## src/rtl/truth_table_scanner.sv

```systemverilog
// Truth-table scanner: walks a 4-input function through all 16 minterms,
// samples its output per minterm and reports the captured table and popcount.
module truth_table_scanner #(
  parameter int SETTLE = 0
) (
  input  logic        clk,
  input  logic        rst,
  input  logic        start,
  input  logic        y_in,
  output logic        a,
  output logic        b,
  output logic        c,
  output logic        d,
  output logic        en,
  output logic        busy,
  output logic        done,
  output logic [15:0] table_out,
  output logic [4:0]  ones_count,
  output logic [2:0]  dbg_state
);

  // Handshake: start is a single-cycle request honoured only while busy=0;
  // done pulses for one cycle in FIN, after which table_out/ones_count hold.

  typedef enum logic [2:0] {
    IDLE   = 3'd0,
    DRIVE  = 3'd1,
    WAIT   = 3'd2,
    SAMPLE = 3'd3,
    FIN    = 3'd4
  } state_t;

  localparam logic [1:0] WAIT_LAST = (SETTLE > 0) ? 2'(SETTLE - 1) : 2'd0;

  state_t      state_q, state_d;
  logic [3:0]  idx_q, idx_d;
  logic [1:0]  cnt_q, cnt_d;
  logic [15:0] table_q, table_d;
  logic [4:0]  ones_q, ones_d;
  logic        en_q, en_d;
  logic        busy_q, busy_d;
  logic        done_q, done_d;

  always_ff @(posedge clk or posedge rst) begin
    if (rst) begin
      state_q <= IDLE;
      idx_q   <= 4'd0;
      cnt_q   <= 2'd0;
      table_q <= 16'h0000;
      ones_q  <= 5'd0;
      en_q    <= 1'b0;
      busy_q  <= 1'b0;
      done_q  <= 1'b0;
    end else begin
      state_q <= state_d;
      idx_q   <= idx_d;
      cnt_q   <= cnt_d;
      table_q <= table_d;
      ones_q  <= ones_d;
      en_q    <= en_d;
      busy_q  <= busy_d;
      done_q  <= done_d;
    end
  end

  always_comb begin
    state_d = state_q;
    idx_d   = idx_q;
    cnt_d   = cnt_q;
    table_d = table_q;
    ones_d  = ones_q;
    case (state_q)
      IDLE: begin
        if (start) begin
          state_d = DRIVE;
          idx_d   = 4'd0;
          table_d = 16'h0000;
          ones_d  = 5'd0;
        end
      end
      DRIVE: begin
        if (SETTLE > 0) begin
          state_d = WAIT;
          cnt_d   = WAIT_LAST;
        end else begin
          state_d = SAMPLE;
        end
      end
      WAIT: begin
        if (cnt_q == 2'd0) state_d = SAMPLE;
        else               cnt_d   = cnt_q - 2'd1;
      end
      SAMPLE: begin
        table_d[idx_q] = y_in;
        ones_d         = ones_q + {4'd0, y_in};
        // idx=15 leaves the loop, so idx never wraps within a scan
        if (idx_q == 4'hF) begin
          state_d = FIN;
        end else begin
          state_d = DRIVE;
          idx_d   = idx_q + 4'd1;
        end
      end
      FIN:     state_d = IDLE;
      default: state_d = IDLE;
    endcase
  end

  // Status outputs are registered from the next state so they line up with state_q.
  always_comb begin
    en_d   = (state_d == DRIVE) || (state_d == WAIT) || (state_d == SAMPLE);
    busy_d = (state_d != IDLE);
    done_d = (state_d == FIN);
  end

  // The minterm lines follow idx, which only moves while en=1.
  assign {a, b, c, d} = idx_q;
  assign en         = en_q;
  assign busy       = busy_q;
  assign done       = done_q;
  assign table_out  = table_q;
  assign ones_count = ones_q;
  assign dbg_state  = state_q;

endmodule

```

## config.mk

```make
export PLATFORM = sky130hd
export DESIGN_NAME = truth_table_scanner
export DESIGN_NICKNAME = d
export VERILOG_FILES = /design/src/rtl/truth_table_scanner.sv
export SDC_FILE = /design/constraint.sdc
export NUM_CORES = 1
export LEC_CHECK = 0
export CAP_MARGIN = 20
export CELL_PAD_IN_SITES_DETAIL_PLACEMENT = 0
export CELL_PAD_IN_SITES_GLOBAL_PLACEMENT = 1
export CORE_MARGIN = 4
export CORE_UTILIZATION = 28
export DETAILED_ROUTE_END_ITERATION = 7
export GPL_TIMING_DRIVEN = 0
export PLACE_DENSITY = 0.65
export SETUP_SLACK_MARGIN = 0.1
export SLEW_MARGIN = 20
export SYNTH_ARGS = -nofsm -noshare
export SYNTH_HDL_FRONTEND = slang
export SYNTH_SLANG_ARGS = --single-unit
export TNS_END_PERCENT = 100
```

## constraint.sdc

```tcl
create_clock -name clk -period 1.6 [get_ports clk]
set_input_delay 0.24 -clock clk [delete_from_list [all_inputs] [get_ports clk]]
set_output_delay 0.24 -clock clk [all_outputs]
set_load 0.02 [all_outputs]
```

Word level (Yosys, flattened, before mapping)
Index checks and enable logic that the tools add are counted.

operators by class
  bitwise gates (word level) = 1
  equal/unequal tests = 10
  $add $sub $neg = 3
  magnitude comparators = 2
  reduce and logical (&&, ||, !) cells = 10
  multiplexer cells = 14

operators with widths
  cell                                                                                  number
  16-bit case mux with 2 select lines                                                   1
  16-bit bitwise mux                                                                    1
  16-bit 2-to-1 mux                                                                     1
  3-bit by 2-bit equality test with 1-bit output (second input constant)                4
  3-bit case mux with 4 select lines                                                    1
  5-bit case mux with 2 select lines                                                    1
  3-bit 2-to-1 mux                                                                      3
  4-bit 2-to-1 mux                                                                      2
  4-bit case mux with 2 select lines                                                    1
  3-bit by 1-bit equality test with 1-bit output (second input constant)                2
  5-bit by 1-bit adder with 5-bit output                                                1
  4-bit by 5-bit less-than comparator with 1-bit output (second input constant)         1
  5-bit 2-to-1 mux                                                                      1
  4-bit by 1-bit adder with 4-bit output (second input constant)                        1
  1-bit demux with 4-bit select                                                         1
  4-bit equality test (second input constant)                                           1
  4-bit by 1-bit greater-or-equal comparator with 1-bit output (second input constant)  1
  2-bit inequality test (second input constant)                                         2
  2-bit AND reduction                                                                   2
  3-bit equality test (second input constant)                                           1
  3-bit zero test                                                                       1
  3-bit AND reduction                                                                   1
  3-bit nonzero test                                                                    1
  2-bit zero test                                                                       1
  other kinds (6)                                                                       7

word-level totals
  input port bits = 4
  register bits = 33

Longest topological paths before layout
  word-level depth = 6
  depth in mapped cells = 5
  mapped depth without buffers = 5

Worst setup path before layout
No wires, ideal clock.

  path kind = flip-flop to flip-flop
  from = register state_q[2], in the netlist dbg_state[2]
  to = register table_q[1], in the netlist table_out[1]
  period minus slack after synthesis = 1539 ps
  cell stages (with the launch flop) = 5
  path slack = 61 ps
  data arrival time = 1418 ps
  path buffers = 1
  cells stage by stage = dfrtp_1 -> buf_6 -> nor4b_4 -> mux2i_1 -> a22o_1

between the ends
  word-level cells in the longest chain between the ends = 3

ends and longest elaborated chain
  item                                                                               RTL line  source
  start: declaration                                                                 35        state_t state_q, state_d;
  start signal: assignment                                                           55        state_q <= state_d;
  3-bit by 2-bit equality test with 1-bit output or 3-bit zero test (tied branches)  72        case (state_q)
  2-bit nonzero test (no line) or 2-bit inequality test (tied branches)              n/a
  2-bit AND reduction (no line)                                                      n/a
  end signal: assignment                                                             58        table_q <= table_d;
  end: declaration                                                                   38        logic [15:0] table_q, table_d;

Several ways; a longest one is shown, not always the timed one.
A chain may end at the register's enable or synchronous reset.

Worst setup path in the final report
  from = register state_q[1], in the netlist dbg_state[1]
  to = register idx_q[1]

between the ends
  word-level cells in the longest chain between the ends = 3

ends and longest elaborated chain
  item                                                                               RTL line  source
  3-bit by 2-bit equality test with 1-bit output or 3-bit zero test (tied branches)  72
  2-bit inequality test (no line) or 2-bit nonzero test (tied branches)              n/a
  3-bit AND reduction (no line)                                                      n/a
  end signal: assignment                                                             56        idx_q <= idx_d;
  end: declaration                                                                   36        logic [3:0] idx_q, idx_d;

Several ways; a longest one is shown, not always the timed one.

==> results.sh <==
export IMPL_hpwl_mm=2.81
export IMPL_fin_skew_ns=0.00511
export IMPL_crit_cells=5
export IMPL_p_clk_frac=0.158
export IMPL_finalPower_mw=3.89
export IMPL_netlist_top_cells_area="dfrtp_1, mux2i_1, ha_1"
export IMPL_placed_cell_area_sq_mm=0.00213
export IMPL_slew_violations=0
export IMPL_cts_buffers=5
export IMPL_die_h_microns=85.8
export IMPL_crit_fanout=10
export IMPL_wirelength_mm=4.09
export IMPL_power_frac_comb=0.515
export IMPL_sw_frac_of_total=0.415
export IMPL_fin_nets=210
export IMPL_synthAdderAreaFrac=0.0516
export IMPL_clock_latency_ns=0.29
export IMPL_ys_seq_area_frac=0.487
export IMPL_status="finished clean"
export IMPL_hold_ws_ns=0.291
export IMPL_slew_headroom=0.526
export IMPL_antenna_found_initial=0
export IMPL_drt_iter0_drc=63
export IMPL_final_layout_size_suffix_gt1_frac=0.215
export IMPL_endpoint_kind="flop"
export IMPL_clk_path_buf_depth=2
export IMPL_fin_crit_sh=0.917
export IMPL_synthXorXnorAreaFrac=0.0103
export IMPL_netlist_area_sq_mm=0.00170
export IMPL_pre_cts_ws_ns=-0.299
export IMPL_synth_simple_gate_area_frac=0.199
export IMPL_final_setup_viol_count=0
export IMPL_grt_pass1_vias=1298
export IMPL_grt_pass1_wl_mm=6.71
export IMPL_grt_max_degree=34
export IMPL_dr_pass1_iters=4
export IMPL_holdPathStages=3
export IMPL_slowest_delay_ns=0.39
export IMPL_cp_arrival_ns=1.68
export IMPL_ys_ff_latch=33
export IMPL_gp_congestion=0.750
export IMPL_die_w_microns=85.8
export IMPL_clk_pin_slew_ns=0.07
export IMPL_post_route_cell_area_sq_mm=0.00233
export IMPL_avgSynthCellArea_sq_um=11.2
export IMPL_h_tree_depth=2
export IMPL_worstPathRequired_ns=1.81
export IMPL_timing_worst_setup_path_type="reg -> reg"
export IMPL_n_antenna_cell=0
export IMPL_netSwitchingPower_mw=1.61
export IMPL_tightest_slew_ns=0.710
export IMPL_synth_top_family_by_area="simple AND/OR/NAND/NOR gates"
export IMPL_rsz0062_at_grt="yes"
export IMPL_yosys_area_top_type_share=0.487
export IMPL_route_detailed_wl_per_inst_microns=14.9
export IMPL_critPathLaunchType="flop"
export IMPL_fin_crit_ns=1.47
export IMPL_syn_nets=163
export IMPL_io_pins=35
export IMPL_dieArea_sq_mm=0.00737
export IMPL_port_buffers=34
export IMPL_cp_cell_sequence="buf_4 > and3b_2 > buf_2 > a21oi_4 > mux2i_1"
export IMPL_maxCapViolCount=0
export IMPL_sequentialPowerShare=0.327
export IMPL_ys_types=31
export IMPL_drcViolationCount=0
export IMPL_synth_warnings=0
export IMPL_overflow=0
export IMPL_globalRouteTotalUtil=0.119
export IMPL_hold_class="in -> reg"
export IMPL_cts_root_buffer="clkbuf_8"
export IMPL_vias=1294
export IMPL_synthMuxAreaShare=0.136
export IMPL_power_density_mw_per_mm2=1670
export IMPL_fillCellCount=614
export IMPL_holdBufCountCts=0
export IMPL_cp_buffers_inverters=2
export IMPL_path_delay_family="flip-flops"
export IMPL_synth_compound_gate_area_share=0.0642
export IMPL_p_leak_nw=1.27
export IMPL_setup_tns_ns=0
export IMPL_core_area_sq_mm=0.00589
export IMPL_postSynthCellCount=152
export IMPL_area_delta_synth_final_pct=37.6
export IMPL_worst_slack_ns=0.132
export IMPL_critPathSlowestCell="dfrtp_1"
export IMPL_clock_sinks=33
export IMPL_ant_nets=0
export IMPL_hold_viol_final=0
export IMPL_tritoncts="done"
export IMPL_initial_core_util=0.288
export IMPL_fp_row_count=28
export IMPL_reg2regPathDepth=5
export IMPL_netlist_top_cell_by_area="dfrtp_1"
export IMPL_vdd_drop_max_mv=0.618
export IMPL_max_freq_mhz=681
export IMPL_cell_internal_pwr_mw=2.28
export IMPL_viasPerCell=4.71
-- worst register-to-register path, stage by stage, from the launching register on --
cell and delay [ns]:
dfrtp_1 0.39, buf_4 0.18, and3b_2 0.24, buf_2 0.18
a21oi_4 0.19, mux2i_1 0.20
-- final timing paths --
check	from	endpoint	slack [ns]
worst max-delay path	dbg_state[1]	idx_q[1]	0.13
worst min-delay path	start	busy	0.29
worst max register to register	dbg_state[1]	idx_q[1]	0.13
worst min register to register	ones_count[4]	ones_count[4]	0.47
max in group asynchronous	rst	idx_q[3]	0.71
min in group asynchronous	rst	dbg_state[1]	0.38
-- synth_stat cells --
library cell  count
nand4_1           2
a32o_1            2
xnor2_1           2
nand3_1           6
and3_1            4
nor3b_1           7
a22o_1            6
mux2i_1          22
nor4b_1           1
nor2b_1           1
a21oi_1           2
nor4b_4           1
buf_4             2
nand4b_1          1
buf_6             2
nand2_1          17
a21oi_2           1
nor2_1            7
mux2_2            1
ha_1              7
or4b_1            1
o21ai_0           2
nor3_1            2
and3b_1           4
clkbuf_1          2
buf_2             4
nand3b_1          2
and4b_1           1
dfrtp_1          33
o21a_1            1
inv_1             6
-- registers in the layout (all words and copies together) (netlist names) --
register / cells
cnt_q: 2
idx_q: 4
en: 1
table_out: 16
busy: 1
done: 1
ones_count: 5
dbg_state: 3
-- layer usage --
metal / vias up / track usage / part of all wire
met3: 6 / 0.0346 / 0.045
met1: 629 / 0.154 / 0.47
met2: 28 / 0.183 / 0.46
met4: 0 / 0.0561 / 0.018
met5: - / 0 / 0
li1: 631 / - / -
-- stage by stage --
stage / util / std cells
6_report: 0.397 / 275
5_1_grt: 0.397 / 275
4_1_cts: 0.380 / 271
3_5_place_dp: 0.362 / 261
3_3_place_gp: 0.362 / 261
2_1_floorplan: - / 152
-- cells in the final DEF, fill, tap and decap left out, types with 5 or more instances in the layout --
cell type and instances:
buf_6 5, clkbuf_8 5, mux2i_1 22, nand3_1 6, dlygate4sd2_1 20, ha_1 5
dfrtp_2 5, dfrtp_1 28, buf_4 7, dlymetal6s2s_1 10, a22o_1 6, nand2_1 17
inv_1 5, nor3b_2 6, nor2_1 5
-- logic make-up (layout without fill, tap and decap cells) --
| logic type | count (synthesis) | after routing |
|---|---|---|
| AND/OR/NAND/NOR | 57 | 57 |
| flip-flops | 33 | 33 |
| multiplexers | 23 | 23 |
| buffers and inverters | 16 | 64 |
| AO/OA/AOI/OAI | 14 | 14 |
| adder cells (fa/ha/maj) | 7 | 7 |
| XOR/XNOR | 2 | 2 |
-- area by class of cell --
class                           count  area, sq um  area share
Sequential cell                    33          832       0.356
Timing Repair Buffer               40          387       0.166
Multi-Input combinational cell    103          836       0.358
Tap cell                           75         93.8      0.0402
Clock inverter                      2         10.0     0.00429
Inverter                            6         22.5     0.00965
Clock buffer                        6         72.6      0.0311
Buffer                             10         81.3      0.0348
-- power groups by stage --
stage / Sequential [mW] / Combinational [mW] / Clock [mW]
CTS: 1.28 / 1.94 / 0.631
global route: 1.32 / 2.16 / 0.674
floorplan: 1.56 / 0.945 / 0
detailed placement: 1.30 / 2.00 / 0
finish: 1.27 / 2.00 / 0.613
global placement: 1.29 / 1.98 / 0
-- what timing repair did --
item / CTS / global route
cloned: 0 / 1
setup buffers: 2 / 3
pin swaps: 2 / 1
resized for setup: 28 / 27
endpoints found under the setup margin: 42 / 28
(Power assumes the default switching activity.)
